### config.mk
export PLATFORM = sky130hd
export DESIGN_NAME = mem_test_multi_ch_ctrl
export DESIGN_NICKNAME = d
export VERILOG_FILES = /design/src/rtl/mem_test_multi_ch_ctrl.sv
export SDC_FILE = /design/constraint.sdc
export NUM_CORES = 1
export LEC_CHECK = 0
export ABC_AREA = 0
export BUFFER_PORTS_ARGS = -buffer_cell sky130_fd_sc_hd__buf_2
export CAP_MARGIN = 0
export CORE_MARGIN = 2
export CORE_UTILIZATION = 61
export DETAILED_ROUTE_END_ITERATION = 8
export GPL_TIMING_DRIVEN = 1
export PLACE_DENSITY_LB_ADDON = 0.05
export SYNTH_ARGS = -nofsm -noshare
export SYNTH_HDL_FRONTEND = slang
export SYNTH_SLANG_ARGS = --single-unit
### constraint.sdc
create_clock -name ap_clk -period 6.7 [get_ports ap_clk]
set_input_delay 0.335 -clock ap_clk [delete_from_list [all_inputs] [get_ports ap_clk]]
set_output_delay 0.335 -clock ap_clk [all_outputs]
set_load 0.05 [all_outputs]
### src/rtl/mem_test_multi_ch_ctrl.sv
// Kernel-level launch/complete sequencer for NUM_CH memory-channel engines.
// Parallel or sequential launch, sticky per-channel done, run-cycle counter and watchdog.
module mem_test_multi_ch_ctrl #(
   parameter int unsigned NUM_CH    = 4,
   parameter int unsigned CNT_WIDTH = 48,
   parameter int unsigned TMO_WIDTH = 32
) (
   input  logic                 ap_clk,
   input  logic                 areset,
   input  logic                 ap_start,
   output logic                 ap_idle,
   output logic                 ap_done,
   output logic                 ap_ready,
   input  logic [NUM_CH-1:0]    ch_enable,
   input  logic                 seq_mode,
   input  logic [TMO_WIDTH-1:0] timeout_cycles,
   output logic [NUM_CH-1:0]    ch_start,
   input  logic [NUM_CH-1:0]    ch_done,
   output logic [CNT_WIDTH-1:0] cycle_count,
   output logic                 timed_out,
   output logic [NUM_CH-1:0]    ch_done_status
);

   localparam int unsigned IDX_W = (NUM_CH > 1) ? $clog2(NUM_CH) : 1;
   localparam int unsigned CMP_W = (CNT_WIDTH > TMO_WIDTH) ? CNT_WIDTH : TMO_WIDTH;

   typedef enum logic [1:0] {
      IDLE   = 2'd0,
      LAUNCH = 2'd1,
      RUN    = 2'd2,
      DONE   = 2'd3
   } state_t;

   state_t               state;
   logic                 ap_start_q;
   logic [NUM_CH-1:0]    en_q;
   logic                 mode_q;
   logic [TMO_WIDTH-1:0] tmo_q;
   logic [IDX_W-1:0]     ptr;

   logic                 start_pulse;
   logic [NUM_CH-1:0]    status_nxt;
   logic                 complete;
   logic                 tmo_hit;
   logic [CNT_WIDTH-1:0] cnt_inc;
   logic [IDX_W-1:0]     first_idx;
   logic [IDX_W-1:0]     next_idx;

   // Completion, watchdog and channel-pointer lookahead for the current cycle
   always_comb begin
      start_pulse = ap_start & ~ap_start_q;
      status_nxt  = ch_done_status | (ch_done & en_q);
      complete    = (status_nxt == en_q);
      cnt_inc     = (&cycle_count) ? cycle_count : cycle_count + CNT_WIDTH'(1);
      // >= rather than == so a limit of 1 still fires on the first RUN cycle
      tmo_hit     = (tmo_q != '0) &&
                    (CMP_W'(cycle_count) >= CMP_W'(tmo_q - TMO_WIDTH'(1)));
      first_idx   = '0;
      next_idx    = ptr;
      for (int i = int'(NUM_CH) - 1; i >= 0; i--) begin
         if (ch_enable[i]) first_idx = IDX_W'(i);
         if (en_q[i] && (i > int'(ptr))) next_idx = IDX_W'(i);
      end
   end

   assign ap_ready = ap_done;

   always_ff @(posedge ap_clk) begin
      if (areset) begin
         state          <= IDLE;
         ap_start_q     <= 1'b0;
         ap_idle        <= 1'b1;
         ap_done        <= 1'b0;
         ch_start       <= '0;
         cycle_count    <= '0;
         timed_out      <= 1'b0;
         ch_done_status <= '0;
         en_q           <= '0;
         mode_q         <= 1'b0;
         tmo_q          <= '0;
         ptr            <= '0;
      end else begin
         ap_start_q <= ap_start;
         ch_start   <= '0;
         ap_done    <= 1'b0;
         case (state)
            IDLE: begin
               if (start_pulse) begin
                  en_q           <= ch_enable;
                  mode_q         <= seq_mode;
                  tmo_q          <= timeout_cycles;
                  cycle_count    <= '0;
                  timed_out      <= 1'b0;
                  ch_done_status <= '0;
                  ap_idle        <= 1'b0;
                  if (ch_enable == '0) begin
                     state   <= DONE;
                     ap_done <= 1'b1;
                  end else begin
                     state    <= LAUNCH;
                     ptr      <= first_idx;
                     ch_start <= seq_mode ? (NUM_CH'(1) << first_idx) : ch_enable;
                  end
               end
            end
            LAUNCH: begin
               cycle_count <= cnt_inc;
               state       <= RUN;
            end
            RUN: begin
               cycle_count    <= cnt_inc;
               ch_done_status <= status_nxt;
               if (complete) begin
                  state   <= DONE;
                  ap_done <= 1'b1;
               end else if (tmo_hit) begin
                  state     <= DONE;
                  ap_done   <= 1'b1;
                  timed_out <= 1'b1;
               end else if (mode_q && ch_done[ptr]) begin
                  ptr      <= next_idx;
                  ch_start <= NUM_CH'(1) << next_idx;
               end
            end
            DONE: begin
               ap_idle <= 1'b1;
               state   <= IDLE;
            end
            default: state <= IDLE;
         endcase
      end
   end

endmodule

Yosys cells after proc, flatten, opt, wreduce, memory -nomap -nowiden
Index checks and enable logic that the tools add are counted. Widths: inputs -> output; s select.

$add $sub $neg: 2. Order comparisons: 5. Equal/unequal tests: 12. Shift-type cells: 2. Mux-type cells: 42. Bitwise gates (word level): 4. Reductions and logical operators: 20.

Operator list (number): $mux 48 (2); $pmux 48 s2 (1); $add 48x1->48 const B (1); $ge 48x48->1 (1); $reduce_and 48->1 (1); $sub 32x1->33 const B (1); $mux 2 (16); $reduce_bool 32->1 (1); $mux 4 (7); $pmux 4 s2 (2); $ne 2x2->1 const B (7); $mux 1 (8); $pmux 2 s4 (1); $reduce_and 2->1 (4); $shl 1x2->4 const A (2); $pmux 1 s2 (3); $reduce_and 6->1 (1); $reduce_bool 2->1 (3); $logic_and 1x1->1 (5); $and 4x4->4 (1); $eq 2x2->1 const B (2); $eq 4x4->1 (1); $gt 2x2->1 const A (2); $logic_not 4->1 (1); other kinds (13) (13).

Register bits after elaboration: 101. Input port bits: 44. Output and inout port bits: 60. Logic and storage cells: 99.

Logic depth before layout (Yosys ltp)
Depth in word-level cells: 10. Depth in mapped cells: 15. Gate-level depth less buffers: 15.

Worst setup path after synthesis
Ideal clock, no wire load.

Kind: flip-flop to flip-flop. Start point: register tmo_q[14]. End point: register ptr[0]. Setup time: 86 ps. Arrival time: 4397 ps. Required time: 6614 ps. Slack: 2217 ps. Cell stages (with the launch flop): 14. Path buffers: 1. Period minus slack after synthesis: 4483 ps. Cell sequence: dfxtp_1 or4_4 or4_4 buf_6 nor3_1 nand4bb_1 ha_1 nand4_1 nor4_1 nand3_1 a311oi_1 nor4b_4 or3_1 a221oi_2.

Word-level cells in the longest chain between the ends: 5. Elaborated cells on any way between the ends: 6. Classes of those cells: 1 x add/sub; 1 x order compare; 1 x eq/ne; 3 x reduce/logical.

Ends and longest elaborated chain: start, declared (line 38) `logic [TMO_WIDTH-1:0] tmo_q;`; start signal, assigned (line 91) `tmo_q <= timeout_cycles;`; $sub 32x1->33 (line 57) `(CMP_W'(cycle_count) >= CMP_W'(tmo_q - TMO_WIDTH'(1)));`; $ge 48x48->1 (line 57); $logic_and 1x1->1 (*) (line 56) `tmo_hit = (tmo_q != '0) &&`; $ne 2x2->1 (no line) (*); $reduce_and 6->1 (no line) (*); end signal, assigned (line 101) `ptr <= first_idx;`; end signal, assigned (line 121) `ptr <= next_idx;`; end, declared (line 39) `logic [IDX_W-1:0] ptr;`.

Mark *: on every way between the ends. The rest lies on a longest branch, timed or not. A chain may end at the register's enable or synchronous reset.

Final worst setup path
Start point: register tmo_q[2]. End point: register ptr[0].

Same word-level chain as after synthesis.

==> key figures <==
Run status
  • Outcome: complete, no violations

Setup path
  • Max incr delay on CP: 0.72 ns
  • Crit-path slowest cell: nand4bb_1
  • CP endpoint kind: register
  • Critical Path Fanout Max: 16
  • CP Class: reg -> reg
  • Critical path, cell by cell: nor4_1 > nand4b_1 > or2_2 > nand4bb_1 > ha_1 > nand4_1 > nor4_1 > nand3_1 > a311oi_1 > nor4b_4 > or3_1 > a221oi_2
  • Worst reg-to-reg setup slack: 1.43 ns
  • Cell repeated most along the worst path: nor4_1
  • CP arrival: 5.58 ns
  • Buf+Inv Stages, Crit Path: 0
  • CP top delay family: simple AND/OR/NAND/NOR gates
  • Crit start category: register
  • Req. time, crit path: 7.00 ns

Clocking
  • Clk_lat worst skew: 0.39 ns
  • Longest Clk Path Bufs: 2
  • PostCTS Resize Cnt: 0
  • Post-CTS setup buffers: 0
  • Clk sinks: 101
  • Hold buffers post-CTS: 0
  • CTS clk-pin slew, worst paths: 0.10 ns
  • H-tree levels: 3
  • Root buf cell: clkbuf_8
  • TritonCTS clock tree: built
  • Number of buffers created by CTS: 9

Synth
  • Flops & latches, synth: 101
  • Post-synth EDFFs: 0
  • Top post-synthesis cells by area: dfxtp_1 (33%), ha_1 (11%), nand2_1 (7.1%)
  • Top FF cell, synth: dfxtp_1
  • Post-Syn Instances: 771
  • Seq/Total Area, Yosys: 0.329
  • Async set-reset flop share out of synthesis: 0
  • Yosys cell types: 65
  • Yosys synthesis warning count: 0
  • Synth Area per Inst: 7.97 µm²
  • Cell taking the most area after synthesis: dfxtp_1
  • Net count after synthesis: a little under 900
  • Area share of the largest cell type after synthesis: 0.329
  • Cell Area, Synth: 6150 µm²
  • Synth top cells by count: nand2_1 (116), dfxtp_1 (101), a21oi_1 (73), nor2_1 (73), ha_1 (53)
  • Cell with the most instances after synthesis: nand2_1

Final layout
  • Finished Layout Cells: 996
  • Layout area overhead: 13.7%
  • Share of layout cells above drive strength 1: 0.165
  • FF+latch area: 2020 µm²
  • Filler cell count: 811
  • Multi-input gate area: ~3900 µm²
  • Ant diodes: 0
  • Fin nets: 955

Drt
  • Vias per inst: between 5 and 6
  • Drt drc: 0
  • DRT Wirelength: roughly 16000 µm
  • Via count: just under 6000
  • ANT nets after route: 0
  • Wirelength per Cell: 15.7 µm
  • DRT iter0 DRCs: between 200 and 300
  • DRT Pass-1 Iters: 5

Die
  • Die Area: 10900 µm²
  • Core area: 9770 µm²
  • Die Y: 104 µm
  • Initial Utilization: 0.629
  • Horiz. Die Dim: 104 µm
  • IO Pins: 104
  • Site row count: 36

Hold path
  • Hold crit path type: in -> reg

Timing
  • Slew @ Worst Pin: 0.944 ns
  • Period utilisation layout: 0.787
  • Setup TNS: 0 ns
  • Minimum period implied by the final worst setup slack: ~5.3 ns
  • F_max: 190 MHz
  • Setup violators final: 0
  • Max Slew Vio Count: 0
  • Clock Skews: 0.00865 ns
  • Max-slew headroom: 0.371
  • RSZ-0062 raised after global routing: false
  • Final hold vios: 0

GRT
  • Vias in the first global route: 5431
  • Global-route wire length before repair: 25600 µm
  • Largest net degree at the start of global routing: 54
  • Grt ovf: 0
  • Total track usage: 0.283
  • Initial antenna violation count: 0

Placement
  • Buffers on Ports: 103
  • Detailed Place HPWL: 11700 µm
  • GP Congestion: between 0.9 and 1
  • Placed Instances: 980

Run
  • MaxCap Viol Count: 0

Pwr
  • Maximum VDD drop: 0.000204 V
  • PD cells: 316 nW/µm²
  • P_leak: 2.85 nW
## final timing paths
check,cells past startpoint,endpoint,start
hold reg to reg,2,mode_q,mode_q
setup / recovery,12,ptr[0],tmo_q[2]
setup reg to reg,12,ptr[0],tmo_q[2]
hold / removal,3,tmo_q[6],timeout_cycles[6]
## metal layers
metal | global-route usage | share of wire | vias to the layer above | routed length (µm)
met4 | 0.109 | 0.022 | 0 | 344
met1 | 0.362 | 0.44 | 2760 | 6920
met3 | 0.0345 | 0.043 | 27 | 672
met5 | 0 | 0 | - | 0
li1 | - | - | 2908 | -
met2 | 0.486 | 0.49 | 161 | 7670
## cells in the final DEF (no fill, tap or decap), drive strengths merged, types with 3 or more instances in the layout
cell type / n
nand2: 116
buf: 107
dfxtp: 101
a21oi: 73
nor2: 73
ha: 53
xnor2: 49
nor3: 37
inv: 28
nand3: 26
o21ai: 25
nor4: 19
or3: 18
xor2: 17
nand4: 15
clkbuf: 11
and4: 8
or4: 8
and3: 6
nand2b: 5
nor2b: 5
a221oi: 5
a211oi: 4
a32oi: 4
o211ai: 3
a21o: 3
nand3b: 3
bufinv: 3
nor4b: 3
or2: 3
## final cells by class
cell class                 instances  area share
multi-input combinational        611       0.557
sequential                       101       0.289
timing repair buffer             107      0.0781
tap                              133      0.0238
clock buffer                      11      0.0217
clock inverter                     5      0.0152
inverter                          28      0.0150
## worst min-delay path, stage by stage
cell and delay (ns):
buf_2 0.09, nand2_1 0.04, a21oi_1 0.05
## logic make-up (layout without fill, tap and decap cells)
kind of cell	after synthesis	count (layout)	share of synthesized area
buf+inv	59	151	0.0393
xor+xnor	66	66	0.0940
flops	101	101	0.329
fa+ha+maj	53	53	0.108
mux	2	2	0.00529
simple gates	354	354	0.288
compound gates	136	136	0.136
## metrics by stage
step | util | instance area [µm²] | hold slack [ns] | total power (W) | setup WS (ns)
finish | 0.715 | 6990 | 0.171 | 0.00220 | 1.43
global route | 0.715 | 6990 | 0.183 | 0.00235 | 0.982
CTS | 0.715 | 6990 | 0.173 | 0.00219 | 1.48
detailed placement | 0.688 | 6730 | 0.480 | 0.00171 | 1.50
global placement | 0.688 | 6730 | 0.468 | 0.00168 | 1.75
floorplan | - | 6150 | 0.432 | 0.00149 | 2.22
## power breakdown
part / switching [W] / internal, W
Clock: 0.000223 / 0.000269
Combinational: 0.000634 / 0.000356
Sequential: 0.0000672 / 0.000656
Total: 0.000925 / 0.00128
## state kept, by name, indices dropped and copies added, names as in the netlist
| register | cells |
|---|---|
| cycle_count | 48 |
| tmo_q | 32 |
| ch_done_status | 4 |
| ch_start | 4 |
| en_q | 4 |
| ptr | 2 |
| state | 2 |
| ap_done | 1 |
| ap_idle | 1 |
| ap_start_q | 1 |
| mode_q | 1 |
| timed_out | 1 |
Power figures use the tool's default switching activity.
